## src/rtl/gpio_arb_ctrl.sv

```systemverilog
// Two-requester round-robin controller for the GPIO DOUT/OE/DIN/STATUS registers.
// Latency: gnt one cycle after req is sampled in IDLE; write/read result one cycle after gnt.
// Backpressure: one access per two cycles; a losing requester holds req until granted.
// Optional feature macro: GPIO_ARB_CTRL_IRQ_EN (pin-change STATUS register and irq).
module gpio_arb_ctrl #(
    parameter int WIDTH = 16
) (
    input  logic             sig_clock,
    input  logic             sig_reset,
    input  logic             req0,
    input  logic             req1,
    input  logic             we0,
    input  logic             we1,
    input  logic [1:0]       sel0,
    input  logic [1:0]       sel1,
    input  logic [WIDTH-1:0] wdata0,
    input  logic [WIDTH-1:0] wdata1,
    output logic             gnt0,
    output logic             gnt1,
    output logic [WIDTH-1:0] rdata,
    output logic             rvalid,
    output logic             rid,
    input  logic [WIDTH-1:0] sig_data_in,
    output logic [WIDTH-1:0] sig_data_out,
    output logic [WIDTH-1:0] sig_data_oe,
    output logic             irq
);

    typedef enum logic {
        ST_IDLE   = 1'b0,
        ST_ACCESS = 1'b1
    } state_t;

    localparam logic [1:0] SEL_DOUT   = 2'b00;
    localparam logic [1:0] SEL_OE     = 2'b01;
    localparam logic [1:0] SEL_DIN    = 2'b10;
    localparam logic [1:0] SEL_STATUS = 2'b11;

    state_t state_q, state_d;

    // Latched request of the current winner
    logic             id_q;
    logic             we_q;
    logic [1:0]       sel_q;
    logic [WIDTH-1:0] wdata_q;
    // Last granted requester; starts at 1 so requester 0 wins the first tie
    logic             ptr_q;

    logic             gnt0_q, gnt1_q;
    logic [WIDTH-1:0] dout_q, oe_q;
    logic [WIDTH-1:0] rdata_q;
    logic             rvalid_q, rid_q;

    // Two-flop synchronizer for the asynchronous pin inputs
    logic [WIDTH-1:0] din_meta_q, din_sync_q;

    // Decoded controls from the output process
    logic             grant_d;
    logic             win_d;
    logic             wr_dout, wr_oe, wr_status, rd_en;
    logic [WIDTH-1:0] rd_mux;
    logic [WIDTH-1:0] status_rd;

    // State register
    always_ff @(posedge sig_clock or negedge sig_reset) begin
        if (!sig_reset) begin
            state_q <= ST_IDLE;
        end else begin
            state_q <= state_d;
        end
    end

    // Next-state: any request in IDLE starts a single-cycle ACCESS
    always_comb begin
        state_d = state_q;
        case (state_q)
            ST_IDLE:   if (req0 || req1) state_d = ST_ACCESS;
            ST_ACCESS: state_d = ST_IDLE;
            default:   state_d = ST_IDLE;
        endcase
    end

    // Outputs of the FSM: arbitration winner, grant strobe, register access decodes
    always_comb begin
        win_d     = 1'b0;
        grant_d   = 1'b0;
        wr_dout   = 1'b0;
        wr_oe     = 1'b0;
        wr_status = 1'b0;
        rd_en     = 1'b0;
        rd_mux    = '0;
        if (req0 && req1) begin
            win_d = ~ptr_q;
        end else begin
            win_d = req1;
        end
        if (state_q == ST_IDLE) begin
            grant_d = req0 || req1;
        end
        if (state_q == ST_ACCESS) begin
            wr_dout   = we_q && (sel_q == SEL_DOUT);
            wr_oe     = we_q && (sel_q == SEL_OE);
            wr_status = we_q && (sel_q == SEL_STATUS);
            rd_en     = !we_q;
        end
        case (sel_q)
            SEL_DOUT:   rd_mux = dout_q;
            SEL_OE:     rd_mux = oe_q;
            SEL_DIN:    rd_mux = din_sync_q;
            SEL_STATUS: rd_mux = status_rd;
            default:    rd_mux = '0;
        endcase
    end

    // Latch the winner's command and advance the round-robin pointer on each grant
    always_ff @(posedge sig_clock or negedge sig_reset) begin
        if (!sig_reset) begin
            id_q    <= 1'b0;
            we_q    <= 1'b0;
            sel_q   <= SEL_DOUT;
            wdata_q <= '0;
            ptr_q   <= 1'b1;
        end else if (grant_d) begin
            id_q    <= win_d;
            we_q    <= win_d ? we1 : we0;
            sel_q   <= win_d ? sel1 : sel0;
            wdata_q <= win_d ? wdata1 : wdata0;
            ptr_q   <= win_d;
        end
    end

    // Registered one-cycle grant pulses, asserted for the ACCESS cycle
    always_ff @(posedge sig_clock or negedge sig_reset) begin
        if (!sig_reset) begin
            gnt0_q <= 1'b0;
            gnt1_q <= 1'b0;
        end else begin
            gnt0_q <= grant_d && !win_d;
            gnt1_q <= grant_d && win_d;
        end
    end

    // Pin-facing data and output-enable registers, written at the end of ACCESS
    always_ff @(posedge sig_clock or negedge sig_reset) begin
        if (!sig_reset) begin
            dout_q <= '0;
            oe_q   <= '0;
        end else begin
            if (wr_dout) dout_q <= wdata_q;
            if (wr_oe)   oe_q   <= wdata_q;
        end
    end

    // Read return: rdata holds between reads, rvalid/rid pulse with each read
    always_ff @(posedge sig_clock or negedge sig_reset) begin
        if (!sig_reset) begin
            rdata_q  <= '0;
            rvalid_q <= 1'b0;
            rid_q    <= 1'b0;
        end else begin
            rvalid_q <= rd_en;
            if (rd_en) begin
                rdata_q <= rd_mux;
                rid_q   <= id_q;
            end
        end
    end

    // Input synchronizer
    always_ff @(posedge sig_clock or negedge sig_reset) begin
        if (!sig_reset) begin
            din_meta_q <= '0;
            din_sync_q <= '0;
        end else begin
            din_meta_q <= sig_data_in;
            din_sync_q <= din_meta_q;
        end
    end

`ifdef GPIO_ARB_CTRL_IRQ_EN
    logic [WIDTH-1:0] din_prev_q;
    logic [WIDTH-1:0] status_q;
    logic [WIDTH-1:0] status_clr;
    logic             irq_q;

    // Clear mask from a STATUS write; applied before the set so a coincident toggle survives
    always_comb begin
        status_clr = wr_status ? wdata_q : '0;
    end

    // Change detection on the synchronized inputs and sticky STATUS bits
    always_ff @(posedge sig_clock or negedge sig_reset) begin
        if (!sig_reset) begin
            din_prev_q <= '0;
            status_q   <= '0;
            irq_q      <= 1'b0;
        end else begin
            din_prev_q <= din_sync_q;
            status_q   <= (status_q & ~status_clr) | (din_sync_q ^ din_prev_q);
            irq_q      <= |status_q;
        end
    end

    assign status_rd = status_q;
    assign irq       = irq_q;
`else
    // No change detection: STATUS reads as zero and its writes have no effect
    assign status_rd = '0;
    assign irq       = 1'b0;
`endif

    assign gnt0         = gnt0_q;
    assign gnt1         = gnt1_q;
    assign rdata        = rdata_q;
    assign rvalid       = rvalid_q;
    assign rid          = rid_q;
    assign sig_data_out = dout_q;
    assign sig_data_oe  = oe_q;

endmodule

```

## config.mk

```make
export PLATFORM = sky130hd
export DESIGN_NAME = gpio_arb_ctrl
export DESIGN_NICKNAME = d
export VERILOG_FILES = /design/src/rtl/gpio_arb_ctrl.sv
export SDC_FILE = /design/constraint.sdc
export NUM_CORES = 1
export LEC_CHECK = 0
export BUFFER_PORTS_ARGS = -buffer_cell sky130_fd_sc_hd__buf_2
export CAP_MARGIN = 40
export CORE_MARGIN = 2
export CORE_UTILIZATION = 35
export DETAILED_ROUTE_END_ITERATION = 8
export GPL_ROUTABILITY_DRIVEN = 0
export GPL_TIMING_DRIVEN = 1
export HOLD_SLACK_MARGIN = 0.12
export MAX_ROUTING_LAYER = met4
export PLACE_DENSITY_LB_ADDON = 0.3
export SLEW_MARGIN = 10
export SYNTH_ARGS = -nofsm -noshare
export SYNTH_HDL_FRONTEND = slang
export SYNTH_SLANG_ARGS = --single-unit
export TNS_END_PERCENT = 100
```

## constraint.sdc

```tcl
create_clock -name sig_clock -period 2.5 [get_ports sig_clock]
set_input_delay 0.5 -clock sig_clock [delete_from_list [all_inputs] [get_ports sig_clock]]
set_output_delay 0.5 -clock sig_clock [all_outputs]
set_load 0.1 [all_outputs]
```

==> metrics.yaml <==
postRouteAntennaNets: 0
rsz0062_at_grt: "no"
holdBufCountCts: 0
numCtsBuffers: 9
grt_pass1_vias: 2726
timing_worst_slew_pin_value_ps: 735
syn_inst: 290
maxCapViolCount: 0
yosysTopAreaCell: "dfrtp_1"
numPortBuffers: 109
first_pass_iters: 4
antenna_found_initial: 0
die_w_um: 111
period_share_pct: 69.9
clk_latency_ps: 350
die_h_um: 111
arrival_ps: 1980
synth.top_cell.area_share_pct: 65.2
crit_path_start_kind: "flip-flop"
via_count: 2668
grt_use_total_pct: 16.3
layout_common_cells: "buf_2 (108), dfrtp_1 (105), mux2_2 (33)"
syn_area_um2: 4030
min_path_type: "primary input to asynchronous set/reset pin"
final_common_cell: "buf_2"
area_growth_syn_to_layout_pct: 25.5
cts_tree: "done"
r2r_start: "sel_q[0]$_DFFE_PN0N_"
cts-root-buf: "clkbuf_16"
cp-end-kind: "flip-flop"
core-area_um2: 11300
postCtsSetupBuffers: 0
clock.fmax_ghz: 0.572
die_area_um2: 12400
drc_errors: 0
start_util_pct: 35.6
fin_crit_ps: 1750
drive_above_1_share_pct: 45.7
num_rows: 39
grt_max_degree: 69
grt.overflow.total: 0
yosysWarnings: 0
crit_start: "sel_q[0]$_DFFE_PN0N_"
finalClockSkew_ps: 6.54
status: "finished clean"
ys_seq_area_share_pct: 65.8
reg2reg_depth: 3
synth_area_leaders: "dfrtp_1 (65%), mux2_2 (9.2%), a221o_1 (4.7%)"
crit_end: "sig_data_oe[5]$_DFFE_PN0P_"
r2r_end: "sig_data_oe[5]$_DFFE_PN0P_"
cts_buffer_depth: 2
synth_cell_types: 26
cts_resized: 0
syn_nets: 348
worstSetupPathType: "flip-flop to flip-flop"
avgSynthCellArea_um2: 13.9
grt_pass1_wl_um: 14900
reg2reg_slack_ps: 750
relSlewSlack_pct: 50.9
crit_fanout: 16
multi_input_area_um2: 1260
fill_cells: 1062
initialDrtViolationCount: 136
dp_hpwl_um: 6420
viasPerCell: 4.87
setup_viol: 0
final_nets: 458
cts.clk_slew.worst_paths_ps: 70
drv_slew: 0
ioPinCount: 111
setup_tns_ps: 0
ff_latch_area_um2: 2650
wirelength_um: 9290
diodes: 0
wl_per_cell_um: 17.0
h-tree-depth: 3
clkSinkCount: 106
finalHoldViolations: 0
ys_seq_elements: 106
required_ps: 2730
-- cells in the mapped netlist --
library cell / n
a21oi_1: 3
clkbuf_1: 5
nor3_4: 1
a31oi_1: 13
or2_2: 13
and2_1: 19
dfstp_2: 1
buf_1: 1
nor2_1: 16
dfrtp_1: 105
conb_1: 1
nand2_1: 17
inv_1: 3
buf_2: 7
o22a_1: 3
mux2_2: 33
o211a_1: 1
buf_6: 2
nand4b_2: 1
a21o_1: 2
mux2i_1: 16
o21bai_1: 1
a211oi_1: 1
nor2b_1: 2
a221o_1: 19
buf_4: 4
-- kinds of logic after synthesis --
group / after synthesis / synth area share [%]
muxes: 49 / 13.2
AOI/OAI and AO/OA: 43 / 8.75
and+or+nand+nor: 69 / 9.12
buffers and inverters: 22 / 3.01
DFF: 106 / 65.8
other: 1 / 0.0930
-- flip-flops by register name, indices dropped and copies added, names as in the netlist --
name / count
we_q: 1
sel_q: 2
gnt0: 1
sig_data_oe: 16
din_meta_q: 16
state_q: 1
din_sync_q: 16
rid: 1
gnt1: 1
sig_data_out: 16
rdata: 16
ptr_q: 1
id_q: 1
rvalid: 1
wdata_q: 16
-- layer usage --
metal  wire length (um)  up-vias  GRT usage, %
met3                576        9          5.52
li1                   -     1234             -
met5                  0        -             -
met2               4490       96          24.5
met1               4090     1329          21.0
met4                140        0          5.19
-- stage by stage --
step	instance area [um2]	hold WS (ps)	util, %	worst slack, ps	std cells
after global routing	5060	154	44.7	616	548
after detailed placement	4740	335	41.8	656	532
after floorplan	4030	204	-	933	290
final	5060	124	44.7	753	548
after global placement	4740	332	41.8	672	532
after CTS	5060	127	44.7	731	548
-- worst min-delay path by stage --
stage / startpoint / slack (ps) / depth (start not counted) / to
after floorplan: sig_reset / 200 / 0 / din_meta_q[0]$_DFF_PN0_
final: sig_reset / 120 / 1 / wdata_q[0]$_DFFE_PN0N_
after detailed placement: din_meta_q[2]$_DFF_PN0_ / 330 / 0 / din_sync_q[2]$_DFF_PN0_
after global placement: din_meta_q[12]$_DFF_PN0_ / 330 / 0 / din_sync_q[12]$_DFF_PN0_
after CTS: sig_reset / 130 / 1 / sig_data_oe[1]$_DFFE_PN0P_
after global routing: sig_reset / 150 / 1 / wdata_q[0]$_DFFE_PN0N_
-- area by class of cell --
class	instances	area share, %
flip-flops and latches	106	52.4
repair buffers	118	12.4
well taps	143	3.54
inverters	3	0.223
multi-input cells	162	25.0
clock inverters	7	1.95
clock buffers	9	4.45
-- critical path, cell delays in order, from the launching register on --
cell,delay (ps)
dfrtp_1,410
buf_4,240
nand4b_2,510
mux2_2,470
Power is not shown: default switching activity piles up to over one toggle a cycle in this logic, so the estimate is an artifact.
